$ cat config.mk
export PLATFORM = sky130hd
export DESIGN_NAME = param_register_file_flat
export DESIGN_NICKNAME = d
export VERILOG_FILES = /design/src/rtl/param_register_file_if.sv /design/src/rtl/param_register_file.sv /design/src/flat_wrapper.sv
export SDC_FILE = /design/constraint.sdc
export NUM_CORES = 1
export LEC_CHECK = 0
export ABC_AREA = 1
export BUFFER_PORTS_ARGS = -buffer_cell sky130_fd_sc_hd__buf_2
export CORE_UTILIZATION = 60
export DETAILED_ROUTE_END_ITERATION = 6
export PLACE_DENSITY = 0.77
export SYNTH_ARGS = -nofsm -noshare
export SYNTH_HDL_FRONTEND = slang
export SYNTH_SLANG_ARGS = --single-unit
$ cat constraint.sdc
create_clock -name clk_i -period 2.92 [get_ports clk_i]
set_clock_uncertainty 0.1 [all_clocks]
set_input_delay 0.438 -clock clk_i [delete_from_list [all_inputs] [get_ports clk_i]]
set_output_delay 0.438 -clock clk_i [all_outputs]
set_load 0.01 [all_outputs]
$ cat src/rtl/param_register_file_if.sv
// Bus bundle for param_register_file: operation/enable/data inputs and the two read ports.
interface param_register_file_if #(
    parameter int unsigned Width = 16,
    parameter int unsigned NRegs = 4,
    parameter int unsigned SelW  = $clog2(NRegs)
);
    logic [3:0]       fun_sel;
    logic [NRegs-1:0] reg_sel;
    logic [Width-1:0] data;
    logic [SelW-1:0]  out_a_sel;
    logic [SelW-1:0]  out_b_sel;
    logic [Width-1:0] out_a;
    logic [Width-1:0] out_b;
    logic             zero_a;
    logic             wrap;

    modport master (
        output fun_sel, reg_sel, data, out_a_sel, out_b_sel,
        input  out_a, out_b, zero_a, wrap
    );

    modport slave (
        input  fun_sel, reg_sel, data, out_a_sel, out_b_sel,
        output out_a, out_b, zero_a, wrap
    );
endinterface

$ cat src/rtl/param_register_file.sv
// Bank of NRegs registers sharing one input bus, with FunSel ops, shifts/rotates,
// two combinational read ports and a registered increment/decrement wrap pulse.
module param_register_file #(
    parameter int unsigned Width = 16,
    parameter int unsigned NRegs = 4,
    parameter int unsigned SelW  = $clog2(NRegs)
) (
    input logic                  clk_i,
    input logic                  rst_i,
    param_register_file_if.slave bus
);

    typedef enum logic [3:0] {
        FsDec    = 4'b0000,
        FsInc    = 4'b0001,
        FsLoad   = 4'b0010,
        FsClear  = 4'b0011,
        FsZext   = 4'b0100,
        FsLoadLo = 4'b0101,
        FsLoadHi = 4'b0110,
        FsSext   = 4'b0111,
        FsShl    = 4'b1000,
        FsShr    = 4'b1001,
        FsAsr    = 4'b1010,
        FsRol    = 4'b1011,
        FsRor    = 4'b1100
    } fun_sel_e;

    logic [Width-1:0] regs_q [NRegs];
    logic [Width-1:0] regs_d [NRegs];
    logic             wrap_q;
    logic             wrap_d;

    always_comb begin
        wrap_d = 1'b0;
        for (int k = 0; k < NRegs; k++) begin
            regs_d[k] = regs_q[k];
            if (bus.reg_sel[k]) begin
                case (bus.fun_sel)
                    FsDec: begin
                        regs_d[k] = regs_q[k] - Width'(1);
                        if (regs_q[k] == '0) wrap_d = 1'b1;
                    end
                    FsInc: begin
                        regs_d[k] = regs_q[k] + Width'(1);
                        if (&regs_q[k]) wrap_d = 1'b1;
                    end
                    FsLoad:   regs_d[k] = bus.data;
                    FsClear:  regs_d[k] = '0;
                    FsZext:   regs_d[k] = Width'(bus.data[7:0]);
                    FsLoadLo: regs_d[k][7:0] = bus.data[7:0];
                    // Indexed part-select keeps this legal (and equal to FsLoadLo) at Width=8.
                    FsLoadHi: regs_d[k][Width-1 -: 8] = bus.data[7:0];
                    FsSext:   regs_d[k] = Width'($signed(bus.data[7:0]));
                    FsShl:    regs_d[k] = {regs_q[k][Width-2:0], 1'b0};
                    FsShr:    regs_d[k] = {1'b0, regs_q[k][Width-1:1]};
                    FsAsr:    regs_d[k] = {regs_q[k][Width-1], regs_q[k][Width-1:1]};
                    FsRol:    regs_d[k] = {regs_q[k][Width-2:0], regs_q[k][Width-1]};
                    FsRor:    regs_d[k] = {regs_q[k][0], regs_q[k][Width-1:1]};
                    default:  regs_d[k] = regs_q[k];
                endcase
            end
        end
    end

    always_ff @(posedge clk_i) begin
        if (rst_i) begin
            for (int k = 0; k < NRegs; k++) begin
                regs_q[k] <= '0;
            end
            wrap_q <= 1'b0;
        end else begin
            for (int k = 0; k < NRegs; k++) begin
                regs_q[k] <= regs_d[k];
            end
            wrap_q <= wrap_d;
        end
    end

    // Selects beyond the bank (non power-of-two NRegs) read as zero.
    always_comb begin
        bus.out_a = '0;
        bus.out_b = '0;
        if (32'(bus.out_a_sel) < NRegs) bus.out_a = regs_q[bus.out_a_sel];
        if (32'(bus.out_b_sel) < NRegs) bus.out_b = regs_q[bus.out_b_sel];
    end

    assign bus.zero_a = (bus.out_a == '0);
    assign bus.wrap   = wrap_q;

endmodule

$ cat src/flat_wrapper.sv
// flat-port wrapper written by rule: the top's interface ports become plain ports
module param_register_file_flat 
#(
    parameter int unsigned Width = 16,
    parameter int unsigned NRegs = 4,
    parameter int unsigned SelW  = $clog2(NRegs)
)
  (clk_i, rst_i, bus_fun_sel, bus_reg_sel, bus_data, bus_out_a_sel, bus_out_b_sel, bus_out_a, bus_out_b, bus_zero_a, bus_wrap);
  param_register_file_if #(.Width(Width), .NRegs(NRegs), .SelW(SelW)) bus_i ();
  input logic clk_i;
  input logic rst_i;
  input wire logic [$bits(bus_i.fun_sel)-1:0] bus_fun_sel;
  input wire logic [$bits(bus_i.reg_sel)-1:0] bus_reg_sel;
  input wire logic [$bits(bus_i.data)-1:0] bus_data;
  input wire logic [$bits(bus_i.out_a_sel)-1:0] bus_out_a_sel;
  input wire logic [$bits(bus_i.out_b_sel)-1:0] bus_out_b_sel;
  output wire logic [$bits(bus_i.out_a)-1:0] bus_out_a;
  output wire logic [$bits(bus_i.out_b)-1:0] bus_out_b;
  output wire logic [$bits(bus_i.zero_a)-1:0] bus_zero_a;
  output wire logic [$bits(bus_i.wrap)-1:0] bus_wrap;
  assign bus_i.fun_sel = bus_fun_sel;
  assign bus_i.reg_sel = bus_reg_sel;
  assign bus_i.data = bus_data;
  assign bus_i.out_a_sel = bus_out_a_sel;
  assign bus_i.out_b_sel = bus_out_b_sel;
  assign bus_out_a = bus_i.out_a;
  assign bus_out_b = bus_i.out_b;
  assign bus_zero_a = bus_i.zero_a;
  assign bus_wrap = bus_i.wrap;
  param_register_file #(.Width(Width), .NRegs(NRegs), .SelW(SelW)) u_core (.clk_i(clk_i), .rst_i(rst_i), .bus(bus_i));
endmodule
==> reports/summary.txt <==
Status - finished clean
Crit path max-delay family - simple AND/OR/NAND/NOR gates
Vias per inst - 6.48
Synth area leader - nand2_1
Setup ws final - 0.154 ns
RSZ-0062 raised after global routing - no
Seq/Total Area, Yosys - 0.163
Port Buffer Count - 63
Row count - 41
Global-route wire length before repair - 51.3 mm
Max FO, Critical Path - 8
DR DRC count - 0
Nets - 1588
Reg2Reg Depth - 11
Cts bufs inserted - 9
Clock slew seen by the registers of the worst setup and hold paths - 0.06 ns
P_leak - 0.00389 µW
Final period util - 0.947
EDFF count, synth - 0
Post-synthesis instance total - 1527
Startpoint types - flip-flop
Top-count cell post-synth - nand2_1
Top cell type's share of synthesized area - 0.174
Post-synth cell types - 39
#FFs+latches synth - 65
Syn nets - 1569
Latest clock arrival within the worst-skew pair - 0.35 ns
Slew HR - 0.510
Final core utilization - 0.682
Die footprint - 13800 µm²
Initial antenna violation count - 0
Dpl hpwl - 24.6 mm
Number of diodes - 0
Crit path launch - u_core.regs_q[0][0]$_SDFFE_PP0P_
Hold Slack - 0.339 ns
FF-to-FF setup slack - 0.38 ns
Synthesis-to-layout area growth - 9.33%
Tightest Pin Transition - 0.732 ns
Final min period - 2.77 ns
Average size of a mapped cell - 5.24 µm²
Gp weighted congestion - 1.07
Share of cells above drive strength 1 - 0.0962
Fmax - 361 MHz
Die Width - 118 µm
Biggest cell delay along the critical path - 0.39 ns
DR iter-0 viols - 1888
H-tree depth - 3
Max Cap Violations - 0
Final ANT Viol Nets - 0
Root buffer cell - clkbuf_16
Final Slew Violations - 0
RR Endpoint - u_core.bus.wrap$_SDFF_PP0_
Data arrival, critical path - 2.23 ns
Worst path depth - 8
Clock tree sinks - 65
CTS Buffer Depth - 2
Starting density of the core - 0.624
Gr ovfl total - 0
Synth area leaders - nand2_1 17%, dfxtp_1 16%, nand3_1 11%
Top cell by count, worst path - nand2_1
Post-synth top flop - dfxtp_1
Setup TNS - 0 ns
Number of global-route vias before repair - 9453
Die H - 118 µm
Placeable Area - 12800 µm²
CP Capture Point - bus_zero_a
CTS tree - built
Async S/R FF share, synth - 0
Cell area after synthesis - 8010 µm²
I/O pins - 64
Peak supply drop - 0.312 mV
Crit Path Class - flip-flop to primary output
Post-CTS sizing - 0
Crit path required time - 2.38 ns
Synth Warn # - 0
Post-route non-filler standard cell count - 1721
Hold Buf Count CTS - 0
Crit path cell chain - inv_1 > o21ai_0 > nand2_1 > nand2_1 > nor3_1 > nand2_1 > nor3_1 > buf_2
Place WS - 0.362 ns
Critical-path top delay cell - dfxtp_1
Largest net degree at the start of global routing - 55
Setup violators final - 0
DRT Pass-1 Iters - 7
Filler Cell Count - 1252
Drt total wl - 33.5 mm
Worst hold start - bus_reg_sel[0]
Post-CTS setup buffers - 0
Total Routing Usage GR - 0.476
Reg-to-Reg Start - u_core.regs_q[3][0]$_SDFFE_PP0P_
Hold Path Class - primary input to flip-flop
Via count - 11100
Dpl cells - 1707
CP Capture Type - primary output
Final Hold Fails - 0
Most frequent cells after synthesis - 372 x nand2_1, 185 x nor2_1, 171 x nand3_1
Power density over the cells - 431 nW/µm²
Critical path buffers and inverters - 2
Detailed-route wire length per cell - 19.5 µm
-- how the worst min path moves through the flow --
stage	to	cells past startpoint	slack, ns
5_1_grt	u_core.bus.wrap$_SDFF_PP0_	3	0.33
2_1_floorplan	u_core.regs_q[1][9]$_SDFFE_PP0P_	2	0.41
6_report	u_core.bus.wrap$_SDFF_PP0_	3	0.34
3_5_place_dp	u_core.regs_q[1][9]$_SDFFE_PP0P_	2	0.44
3_3_place_gp	u_core.regs_q[1][9]$_SDFFE_PP0P_	2	0.45
4_1_cts	u_core.bus.wrap$_SDFF_PP0_	3	0.32
-- cells in the final DEF, fill, tap and decap left out, types with 4 or more instances in the layout --
cell type	count
o221ai_1	5
ha_1	12
a21oi_1	165
or2_2	7
buf_4	44
inv_1	151
a31oi_1	9
o211ai_1	12
a22oi_1	12
o21ai_0	142
nor2_1	184
nor2_2	4
inv_2	6
nand4_1	33
nand2_1	372
dfxtp_1	65
buf_2	63
xor2_1	5
o22ai_1	9
clkbuf_16	9
nor3_1	23
o21ai_1	12
nand3_1	171
-- metal layers --
metal | vias to the layer above | track usage | share of wire
met5 | - | 0 | 0
met4 | 0 | 0.278 | 0.069
met3 | 195 | 0.156 | 0.17
met2 | 959 | 0.662 | 0.39
met1 | 4877 | 0.635 | 0.37
li1 | 5113 | - | -
-- registers in the layout, indices dropped and copies added (netlist names) --
| signal | cells |
|---|---|
| u_core.regs_q | 64 |
| u_core.bus.wrap | 1 |
-- cell families after synthesis --
logic type / synth area share
simple gates: 0.425
buf+inv: 0.129
compound gates: 0.256
flops: 0.163
xor+xnor: 0.00875
fa+ha+maj: 0.0188
-- through the flow --
stage	total power, µW	instance area, µm²
final	3770	8750
after CTS	3670	8750
after global placement	2620	8490
after global routing	3930	8750
after detailed placement	2640	8490
after floorplan	2140	8010
-- worst reg2reg max path: cells and delay by family, from the launching register on --
family	cells	cell delay, ns
flip-flops	1	0.55
adder cells (fa/ha/maj)	1	0.23
buffers and inverters	1	0.15
AO/OA/AOI/OAI	1	0.20
AND/OR/NAND/NOR	8	1.22
-- layout make-up --
cell class              count  area [µm²]  share of cell area
clock buffers              14         264              0.0302
inverters                 160         601              0.0686
multi-input cells        1201        5690               0.650
flip-flops and latches     65        1300               0.149
well taps                 172         215              0.0246
repair buffers            109         686              0.0783
-- power by group --
part | switching [µW] | total [µW] | internal, µW
combinational | 1080 | 1580 | 497
sequential | 175 | 1140 | 961
clock | 440 | 1050 | 614
(Power assumes the default switching activity.)
